--- src/rtl/mux_nxw_skid_pkg.sv ---
// rtl/mux_nxw_skid_pkg.sv - shared operand-select constants and width helper
//
// Contents:
//   WORD_W  : datapath word width
//   opsel_e : operand-source encodings used by the CPU datapath
//   sel_w() : select width for an n-way mux, never narrower than 1 bit
package mux_nxw_skid_pkg;

    localparam int WORD_W = 32;

    typedef enum logic [1:0] {
        SEL_RF      = 2'd0,
        SEL_IMM     = 2'd1,
        SEL_FWD_EX  = 2'd2,
        SEL_FWD_MEM = 2'd3
    } opsel_e;

    // max(1, clog2(n)): a 1-input or 2-input mux still needs one select bit.
    function automatic int sel_w(input int n);
        return (n < 2) ? 1 : $clog2(n);
    endfunction

endpackage

--- src/rtl/mux_nxw_skid_if.sv ---
// rtl/mux_nxw_skid_if.sv - handshake bundle between operand sources and the selector
//
// Signals:
//   in_data   NUM_IN*WIDTH  flattened operands, operand i at [i*WIDTH +: WIDTH]
//   in_sel    SEL_W         binary select
//   in_valid  1             upstream offers in_data/in_sel
//   in_ready  1             selector can accept this cycle
//   out_data  WIDTH         selected value
//   out_sel   SEL_W         select that produced out_data
//   out_err   1             captured select was out of range
//   out_valid 1             out_* are valid
//   out_ready 1             downstream accepts
// Modports: master = upstream/downstream side, slave = selector side.
interface mux_nxw_skid_if
    import mux_nxw_skid_pkg::*;
#(
    parameter int WIDTH  = 32,
    parameter int NUM_IN = 4,
    localparam int SEL_W = sel_w(NUM_IN)
) ();

    logic [NUM_IN*WIDTH-1:0] in_data;
    logic [SEL_W-1:0]        in_sel;
    logic                    in_valid;
    logic                    in_ready;
    logic [WIDTH-1:0]        out_data;
    logic [SEL_W-1:0]        out_sel;
    logic                    out_err;
    logic                    out_valid;
    logic                    out_ready;

    modport master (
        output in_data, in_sel, in_valid, out_ready,
        input  in_ready, out_data, out_sel, out_err, out_valid
    );

    modport slave (
        input  in_data, in_sel, in_valid, out_ready,
        output in_ready, out_data, out_sel, out_err, out_valid
    );

endinterface

--- src/rtl/mux_nxw_comb.sv ---
// rtl/mux_nxw_comb.sv - purely combinational N-way select with default/err output
//
// Ports:
//   in_data  input   NUM_IN*WIDTH  flattened operands, operand i at [i*WIDTH +: WIDTH]
//   sel      input   SEL_W         binary select
//   data     output  WIDTH         selected operand, or DEFAULT_VAL when sel >= NUM_IN
//   err      output  1             sel >= NUM_IN
module mux_nxw_comb
    import mux_nxw_skid_pkg::*;
#(
    parameter int          WIDTH       = 32,
    parameter int          NUM_IN      = 4,
    parameter logic [31:0] DEFAULT_VAL = 32'h0000_0000,
    localparam int         SEL_W       = sel_w(NUM_IN)
) (
    input  logic [NUM_IN*WIDTH-1:0] in_data,
    input  logic [SEL_W-1:0]        sel,
    output logic [WIDTH-1:0]        data,
    output logic                    err
);

    // Unsigned cast zero-extends or truncates the 32-bit default to WIDTH.
    localparam logic [WIDTH-1:0] DEF_W = WIDTH'(DEFAULT_VAL);

    // Matching against each legal index keeps every part-select in range,
    // so unused select codes fall through to the default without an
    // out-of-bounds read.
    always_comb begin
        data = DEF_W;
        err  = 1'b1;
        for (int i = 0; i < NUM_IN; i++) begin
            if (sel == SEL_W'(i)) begin
                data = in_data[i*WIDTH +: WIDTH];
                err  = 1'b0;
            end
        end
    end

endmodule

--- src/rtl/mux_nxw_skid.sv ---
// rtl/mux_nxw_skid.sv - N-way operand selector with registered output and 2-entry skid
//
// Ports:
//   clk    input  rising-edge clock
//   rst_n  input  asynchronous active-low reset
//   bus    slave  mux_nxw_skid_if: in_data/in_sel/in_valid/in_ready upstream,
//                 out_data/out_sel/out_err/out_valid/out_ready downstream
module mux_nxw_skid
    import mux_nxw_skid_pkg::*;
#(
    parameter int          WIDTH       = 32,
    parameter int          NUM_IN      = 4,
    parameter logic [31:0] DEFAULT_VAL = 32'h0000_0000,
    localparam int         SEL_W       = sel_w(NUM_IN)
) (
    input  logic           clk,
    input  logic           rst_n,
    mux_nxw_skid_if.slave  bus
);

    logic             main_valid;
    logic [WIDTH-1:0] main_data;
    logic [SEL_W-1:0] main_sel;
    logic             main_err;

    logic             skid_valid;
    logic [WIDTH-1:0] skid_data;
    logic [SEL_W-1:0] skid_sel;
    logic             skid_err;

    logic [WIDTH-1:0] new_data;
    logic             new_err;
    logic             accept;
    logic             emit;

    // Select is resolved once, on the accept cycle, and only the result is stored.
    mux_nxw_comb #(
        .WIDTH       (WIDTH),
        .NUM_IN      (NUM_IN),
        .DEFAULT_VAL (DEFAULT_VAL)
    ) u_sel (
        .in_data (bus.in_data),
        .sel     (bus.in_sel),
        .data    (new_data),
        .err     (new_err)
    );

    // in_ready comes straight from the skid flop, so out_ready never
    // reaches it combinationally.
    assign accept = bus.in_valid && !skid_valid;
    assign emit   = main_valid && bus.out_ready;

    always_ff @(posedge clk or negedge rst_n) begin
        if (!rst_n) begin
            main_valid <= 1'b0;
            main_data  <= '0;
            main_sel   <= '0;
            main_err   <= 1'b0;
            skid_valid <= 1'b0;
            skid_data  <= '0;
            skid_sel   <= '0;
            skid_err   <= 1'b0;
        end else begin
            if ((!main_valid || emit) && !skid_valid && accept) begin
                // Main free this edge: new entry goes straight to the output.
                main_valid <= 1'b1;
                main_data  <= new_data;
                main_sel   <= bus.in_sel;
                main_err   <= new_err;
            end else if (emit && skid_valid) begin
                // Drain the skid into main; in_ready was low so nothing new arrives.
                main_data  <= skid_data;
                main_sel   <= skid_sel;
                main_err   <= skid_err;
                skid_valid <= 1'b0;
            end else if (main_valid && !emit && accept) begin
                // Output stalled: park the new entry in the skid.
                skid_valid <= 1'b1;
                skid_data  <= new_data;
                skid_sel   <= bus.in_sel;
                skid_err   <= new_err;
            end else if (emit && !accept && !skid_valid) begin
                main_valid <= 1'b0;
            end
        end
    end

    assign bus.in_ready  = !skid_valid;
    assign bus.out_valid = main_valid;
    assign bus.out_data  = main_data;
    assign bus.out_sel   = main_sel;
    assign bus.out_err   = main_err;

endmodule

--- src/flat_wrapper.sv ---
// flat-port wrapper written by rule: the top's interface ports become plain ports
module mux_nxw_skid_flat import mux_nxw_skid_pkg::*;
#(
    parameter int          WIDTH       = 32,
    parameter int          NUM_IN      = 4,
    parameter logic [31:0] DEFAULT_VAL = 32'h0000_0000,
    localparam int         SEL_W       = sel_w(NUM_IN)
)
  (clk, rst_n, bus_in_data, bus_in_sel, bus_in_valid, bus_out_ready, bus_in_ready, bus_out_data, bus_out_sel, bus_out_err, bus_out_valid);
  mux_nxw_skid_if #(.WIDTH(WIDTH), .NUM_IN(NUM_IN)) bus_i ();
  input  logic clk;
  input  logic rst_n;
  input wire logic [$bits(bus_i.in_data)-1:0] bus_in_data;
  input wire logic [$bits(bus_i.in_sel)-1:0] bus_in_sel;
  input wire logic [$bits(bus_i.in_valid)-1:0] bus_in_valid;
  input wire logic [$bits(bus_i.out_ready)-1:0] bus_out_ready;
  output wire logic [$bits(bus_i.in_ready)-1:0] bus_in_ready;
  output wire logic [$bits(bus_i.out_data)-1:0] bus_out_data;
  output wire logic [$bits(bus_i.out_sel)-1:0] bus_out_sel;
  output wire logic [$bits(bus_i.out_err)-1:0] bus_out_err;
  output wire logic [$bits(bus_i.out_valid)-1:0] bus_out_valid;
  assign bus_i.in_data = bus_in_data;
  assign bus_i.in_sel = bus_in_sel;
  assign bus_i.in_valid = bus_in_valid;
  assign bus_i.out_ready = bus_out_ready;
  assign bus_in_ready = bus_i.in_ready;
  assign bus_out_data = bus_i.out_data;
  assign bus_out_sel = bus_i.out_sel;
  assign bus_out_err = bus_i.out_err;
  assign bus_out_valid = bus_i.out_valid;
  mux_nxw_skid #(.WIDTH(WIDTH), .NUM_IN(NUM_IN), .DEFAULT_VAL(DEFAULT_VAL)) u_core (.clk(clk), .rst_n(rst_n), .bus(bus_i));
endmodule
--- config.mk ---
export PLATFORM = sky130hd
export DESIGN_NAME = mux_nxw_skid_flat
export DESIGN_NICKNAME = d
export VERILOG_FILES = /design/src/rtl/mux_nxw_skid_pkg.sv /design/src/rtl/mux_nxw_skid_if.sv /design/src/rtl/mux_nxw_comb.sv /design/src/rtl/mux_nxw_skid.sv /design/src/flat_wrapper.sv
export SDC_FILE = /design/constraint.sdc
export NUM_CORES = 1
export LEC_CHECK = 0
export ABC_AREA = 1
export ABC_CLOCK_PERIOD_IN_PS = 1330
export CORE_MARGIN = 2
export CORE_UTILIZATION = 40
export CTS_BUF_LIST = sky130_fd_sc_hd__clkbuf_4 sky130_fd_sc_hd__clkbuf_8
export DETAILED_ROUTE_END_ITERATION = 10
export GPL_ROUTABILITY_DRIVEN = 0
export GPL_TIMING_DRIVEN = 0
export MAX_ROUTING_LAYER = met4
export PLACE_DENSITY_LB_ADDON = 0.15
export SLEW_MARGIN = 0
export SYNTH_ARGS = -nofsm -noshare
export SYNTH_HDL_FRONTEND = slang
export SYNTH_SLANG_ARGS = --single-unit
--- constraint.sdc ---
create_clock -name clk -period 1.33 [get_ports clk]
set_input_delay 0.266 -clock clk [delete_from_list [all_inputs] [get_ports clk]]
set_output_delay 0.266 -clock clk [all_outputs]
set_load 0.03 [all_outputs]
==> After elaboration in Yosys (flattened, before gate mapping) <==
Index checks and enable logic that the tools add are counted.
{ "totals": {"in_bits": 134, "latch_bits": 0, "ram_bits": 0, "word_cells": 56, "rom_bits": 0, "out_inout_bits": 37, "memories": 0, "ff_bits": 72} }
{ "op_classes": {"shift": 0, "n_addsub": 0, "eq_ne": 5, "n_div": 0, "bitwise_logic": 2, "muxes": 20, "order_cmp": 0, "reduce_logical": 21, "n_mul": 0} }
{ "ops": {"columns": ["op", "count"], "rows": [
  ["$mux 32", 6],
  ["$mux 1", 12],
  ["$logic_and 1x1->1", 9],
  ["$reduce_and 3->1", 2],
  ["$reduce_bool 2->1", 3],
  ["$eq 2x2->1 const B", 2],
  ["$logic_not 1->1", 4],
  ["$mux 2", 2],
  ["$ne 2x1->1 const B", 2],
  ["$eq 2x1->1 const B", 1],
  ["$logic_not 2->1", 1],
  ["$not 1->1", 2],
  ["$reduce_and 2->1", 1],
  ["$logic_or 1x1->1", 1]
]} }

==> Longest topological paths before layout <==
{ "logic_depth": {"word_depth": 9, "depth_mapped": 9, "mapped_depth_nobuf": 8} }

==> By module <==
From an unflattened synthesis, not the netlist that was laid out.
{ "unflattened": {"cells_unflattened": 595, "hier_area_um2": 4232.8} }
{ "modules_own_cells": {"columns": ["mod", "area_per_inst_um2", "n_inst", "seq_area_each_um2", "cells_each"], "rows": [
  ["mux_nxw_skid", 3253.1, 1, 1801.7, 407],
  ["mux_nxw_comb", 979.7, 1, 0.0, 188]
]} }

==> Least setup slack after synthesis <==
OpenSTA, ideal clock, no wires.
{ "synth_timing": {"kind": "reg2reg", "startpoint": "register u_core.skid_valid", "endpoint": "register u_core.skid_data[27]", "stages_incl_launch_ff": 8, "arrival_ns": 1.367, "slack_ns": -0.163, "setup_ns": 0.127, "required_time_ns": 1.203, "path_buffers": 1, "period_less_slack_ns": 1.493, "path_cell_list": "dfrtp_1 -> inv_1 -> nand2_1 -> nor2_4 -> inv_2 -> buf_2 -> nand2_1 -> o21ai_0"} }
{ "synth_between": {"elab_chain_len": 5, "elab_cells_between_ends": 9, "classes_between": "bitwise: 2; reduce/logical: 7"} }
{ "synth_lines": {"columns": ["item", "line", "rtl"], "rows": [
  ["from (decl)", "mux_nxw_skid.sv:26", "logic skid_valid;"],
  ["from (signal assigned)", "mux_nxw_skid.sv:59", "skid_valid <= 1'b0;"],
  ["from (signal assigned)", "mux_nxw_skid.sv:75", "skid_valid <= 1'b0;"],
  ["from (signal assigned)", "mux_nxw_skid.sv:78", "skid_valid <= 1'b1;"],
  ["$logic_not 1->1 (*)", null, null],
  ["via bus_in_ready", "flat_wrapper.sv:17", "output wire logic [$bits(bus_i.in_ready)-1:0] bus_in_ready;"],
  ["$logic_and 1x1->1 (on tied branches)", "mux_nxw_skid.sv:64, mux_nxw_skid.sv:50", null],
  ["$logic_and 1x1->1", "mux_nxw_skid.sv:64", "if ((!main_valid || emit) && !skid_valid && accept) begin"],
  ["$not 1->1 (no source line)", null, null],
  ["$reduce_and 3->1 (no source line) (*)", null, null],
  ["to (signal assigned)", "mux_nxw_skid.sv:79", "skid_data <= new_data;"],
  ["to (decl)", "mux_nxw_skid.sv:27", "logic [WIDTH-1:0] skid_data;"]
]} }
The timed path passes the listed nets; every way through them passes the cells marked *.
A chain may end at the register's enable or synchronous reset.

==> Final worst setup path <==
{ "layout_timing": {"startpoint": "register u_core.skid_valid", "endpoint": "register u_core.main_data[14] (netlist: u_core.bus.out_data[14])"} }
{ "layout_between": {"elab_chain_len": 4, "elab_cells_between_ends": 7, "classes_between": "mux: 1; reduce/logical: 6"} }
{ "layout_lines": {"columns": ["item", "line", "rtl"], "rows": [
  ["$logic_not 1->1", "mux_nxw_skid.sv:50, mux_nxw_skid.sv:64", null],
  ["$logic_and 1x1->1 (on tied branches)", "mux_nxw_skid.sv:64, mux_nxw_skid.sv:50", null],
  ["$logic_and 1x1->1", "mux_nxw_skid.sv:64", null],
  ["$mux 32 or $reduce_bool 2->1 (tied branches)", null, null],
  ["to (signal assigned)", "mux_nxw_skid.sv:67", "main_data <= new_data;"],
  ["to (signal assigned)", "mux_nxw_skid.sv:72", "main_data <= skid_data;"],
  ["to (decl)", "mux_nxw_skid.sv:22", "logic [WIDTH-1:0] main_data;"]
]} }
Several ways; a longest one is shown, not always the timed one.

==> run_results.csv <==
group,metric,value,unit
status,status,"complete, but fails checks",
status,violations,"negative setup slack",
die,fp.dieW,104,um
synth,synth_edf_count,0,
clock_tree,numClockSinks,72,
worst_setup_path,path_cells,"nor2_4, nand2_4, nand2_4, inv_6, buf_8, a21boi_2, nand2_1",
pwr,p_total,11.2,mW
worst_hold_path,hold_path.class,"in2reg",
worst_setup_path,r2r_setup_slack,-0.03,ns
worst_setup_path,startpoint,"u_core.skid_valid",
global_routing,grt-ovfl-total,0,
placement,dp.cells,823,
pwr,p_leak,2.89,nW
sta,drv_slew,0,
worst_setup_path,path_class,"reg2reg",
sta,fin_crit_sh,1.03,
sta,finalSetupViolCount,23,
worst_setup_path,worst-path-stages,7,
final_layout,stdcell_count,848,
synth,avgSynthCellArea,7.64,um^2
sta,max_slew_margin,0.753,
worst_setup_path,reg2reg_from,"u_core.skid_valid",
worst_setup_path,r2r_end,"u_core.bus.out_data[14]",
detailed_routing,drc,0,
synth,synth-seq-area-share,0.454,
placement,portBuffers,170,
global_routing,grt_max_degree,73,
pwr,power_per_cell_area,1740,nW/um^2
worst_setup_path,ff2ff_path_depth,7,
clock_tree,cts-root-buf,"clkbuf_8",
synth,synth_area,3970,um^2
worst_hold_path,whs_path_depth,3,
synth,synth_flop_cell,"dfrtp_1",
sta,finClkSkew,0.0143,ns
clock_tree,cts_tree,"done",
final_layout,diodes,0,
placement,dp_worst_setup_slack,-0.708,ns
final_layout,fin_area,6430,um^2
final_layout,final_core_utilization,0.664,
clock_tree,clkTransAtPathRegs,0.08,ns
job,maxCapViolCount,0,
clock_tree,max-clock-path-buffers,2,
sta,period_needed,1.36,ns
sta,fin_ws,-0.0335,ns
global_routing,met2_usage,0.474,
synth,yosysMostFrequentCell,"nand2_1",
worst_hold_path,hold_start,"bus_in_valid",
worst_setup_path,startpoint_type,"register",
pwr,ir_worst_vdd,0.000785,V
detailed_routing,routed_wl,14300,um
final_layout,syn_to_final_growth,62.1,%
detailed_routing,wl_per_cell,16.9,um
detailed_routing,via_per_inst,5.19,
worst_setup_path,crit_slowest_cell,"dfrtp_2",
global_routing,grt_usage,0.274,
global_routing,grt_pass1_wl,22800,um
synth,synth_cell_types,20,
synth,ys_warn_count,0,
worst_setup_path,critPathMaxFanout,10,
worst_setup_path,worst-path-buf-inv,2,
die,boundaryPins,171,
worst_hold_path,whs_endpoint,"u_core.bus.out_valid",
sta,tightestPinTransition,0.371,ns
worst_setup_path,critPathArrivalTime,1.59,ns
sta,max_freq,733,MHz
clock_tree,htree_levels,3,
synth,syn-num-nets,653,
final_layout,drive_above_1_share,0.208,
detailed_routing,drt_iter0_markers,194,
synth,synth_top_area_frac,0.454,
synth,synth_top_cell_by_area,"dfrtp_1",
die,initial_core_util,0.409,
global_routing,use_met3,0.0510,
global_routing,first_global_vias,4510,
worst_setup_path,cpPeakStageDelay,0.48,ns
synth,synth_common_cells,"nand2_1, dfrtp_1, o211ai_1",
final_layout,fin_nets,844,
synth,synth-async-reset-ratio,1.00,
synth,synth.area.top_cells,"dfrtp_1, nand2_1, o211ai_1",
die,coreArea,9680,um^2
die,dieHeight,104,um
die,die_area,10700,um^2
global_routing,grt-busiest-layer,"met2",
global_routing,grt_use_met1,0.327,
worst_setup_path,cp-end-kind,"register",
clock_tree,cts_inserted_buffers,9,
synth,synth_cells,519,
detailed_routing,ant_nets,0,
die,num_rows,36,
synth,ys_seq_elements,72,
detailed_routing,drt_first_pass_iters,5,
detailed_routing,vias,4402,
worst_setup_path,crit_top_cell,"nand2_4",
worst_setup_path,crit_family,"flip-flops",
placement,hpwlAfterDp,10300,um
clock_tree,worstSkewPairLatency,0.35,ns
sta,rsz0062_at_grt,"true",
sta,hold_violations,0,
placement,placed_area,5860,um^2
worst_setup_path,crit_required,1.56,ns
global_routing,antenna_found_initial,0,
logic make-up (layout without fill, tap and decap cells):
logic type	count (synthesis)	count (layout)	share of synthesized area
AND/OR/NAND/NOR	288	288	0.300
AO/OA/AOI/OAI	116	116	0.191
flip-flops	72	72	0.454
buffers and inverters	43	239	0.0549
layout by cell type, fill, tap and decap left out:
master and count:
nand2_1 207, clkdlybuf4s50_1 129, dfrtp_1 70, o211ai_1 46, nand3_1 44, o21ai_0 31
clkdlybuf4s15_2 29, buf_4 22, a21boi_2 21, nor2_1 13, o21ai_1 12, buf_2 11
clkbuf_8 11, buf_6 8, or2_2 8, nor2_4 6, buf_8 5, inv_4 4
inv_1 4, clkbuf_2 3, nand2_4 3, a21boi_1 3, nor2_2 3, nand2_2 2
a21oi_1 2, clkinv_2 2, clkinvlp_4 2, dlygate4sd2_1 2, dfrtp_2 2, inv_2 1
nand4_1 1, nand3_4 1, inv_6 1, a21oi_2 1, bufinv_16 1, clkbuf_16 1
dlygate4sd3_1 1, clkdlybuf4s15_1 1, buf_16 1
report_power, final:
group          internal [mW]  total, mW  leakage (nW)  switching (mW)
Combinational           2.36       5.52          1.89            3.16
Clock                  0.962       1.81         0.101           0.845
Sequential              3.23       3.89         0.901           0.664
routing by layer:
| layer | vias up | part of all wire |
|---|---|---|
| met5 | - | 0 |
| met4 | 0 | 0.020 |
| met3 | 26 | 0.053 |
| met2 | 145 | 0.50 |
| met1 | 2107 | 0.43 |
| li1 | 2124 | - |
stage by stage:
step | setup TNS, ns | hold slack [ns]
2_1_floorplan | 0 | -0.0296
3_3_place_gp | -219.68 | 0.461
3_5_place_dp | -44.44 | 0.302
4_1_cts | -0.0198 | 0.354
5_1_grt | -3.81 | 0.372
6_report | -0.422 | 0.364
layout make-up:
type                    count  area, um^2
inverters                  10        52.6
fillers                   813        3260
plain buffers              33         294
well taps                 133         166
flip-flops and latches     72        1800
clock buffers              11         151
multi-input cells         404        2090
repair buffers            180        1810
clock inverters             5        55.1
worst max path at each step:
stage / end / slack, ns
2_1_floorplan: u_core.bus.out_data[3] / 0.0008
3_3_place_gp: u_core.bus.out_valid / -2.75
3_5_place_dp: u_core.bus.out_data[22] / -0.71
4_1_cts: bus_out_data[3] / -0.02
5_1_grt: u_core.bus.out_data[14] / -0.1
6_report: u_core.bus.out_data[14] / -0.03
worst min-delay path, delay by kind of cell:
kind / cells / cell delay (ns)
buffers and inverters: 1 / 0.26
and+or+nand+nor: 2 / 0.17
state kept, by name (all words and copies together) (netlist names):
name,flops
u_core.bus.out_err,1
u_core.bus.out_valid,1
u_core.skid_sel,2
u_core.bus.out_sel,2
u_core.skid_valid,1
u_core.bus.out_data,32
u_core.skid_err,1
u_core.skid_data,32
timing repair:
item | in CTS | in global routing
hold buffers | 1 | 0
pin swaps | 3 | 7
gates resized for setup | 178 | 59
endpoints found under the setup margin | 108 | 76
buffers inserted | 5 | 2
endpoints found under the hold margin | 72 | 0
gates cloned | 0 | 1
Note: power is estimated with default switching activity, not from simulation.
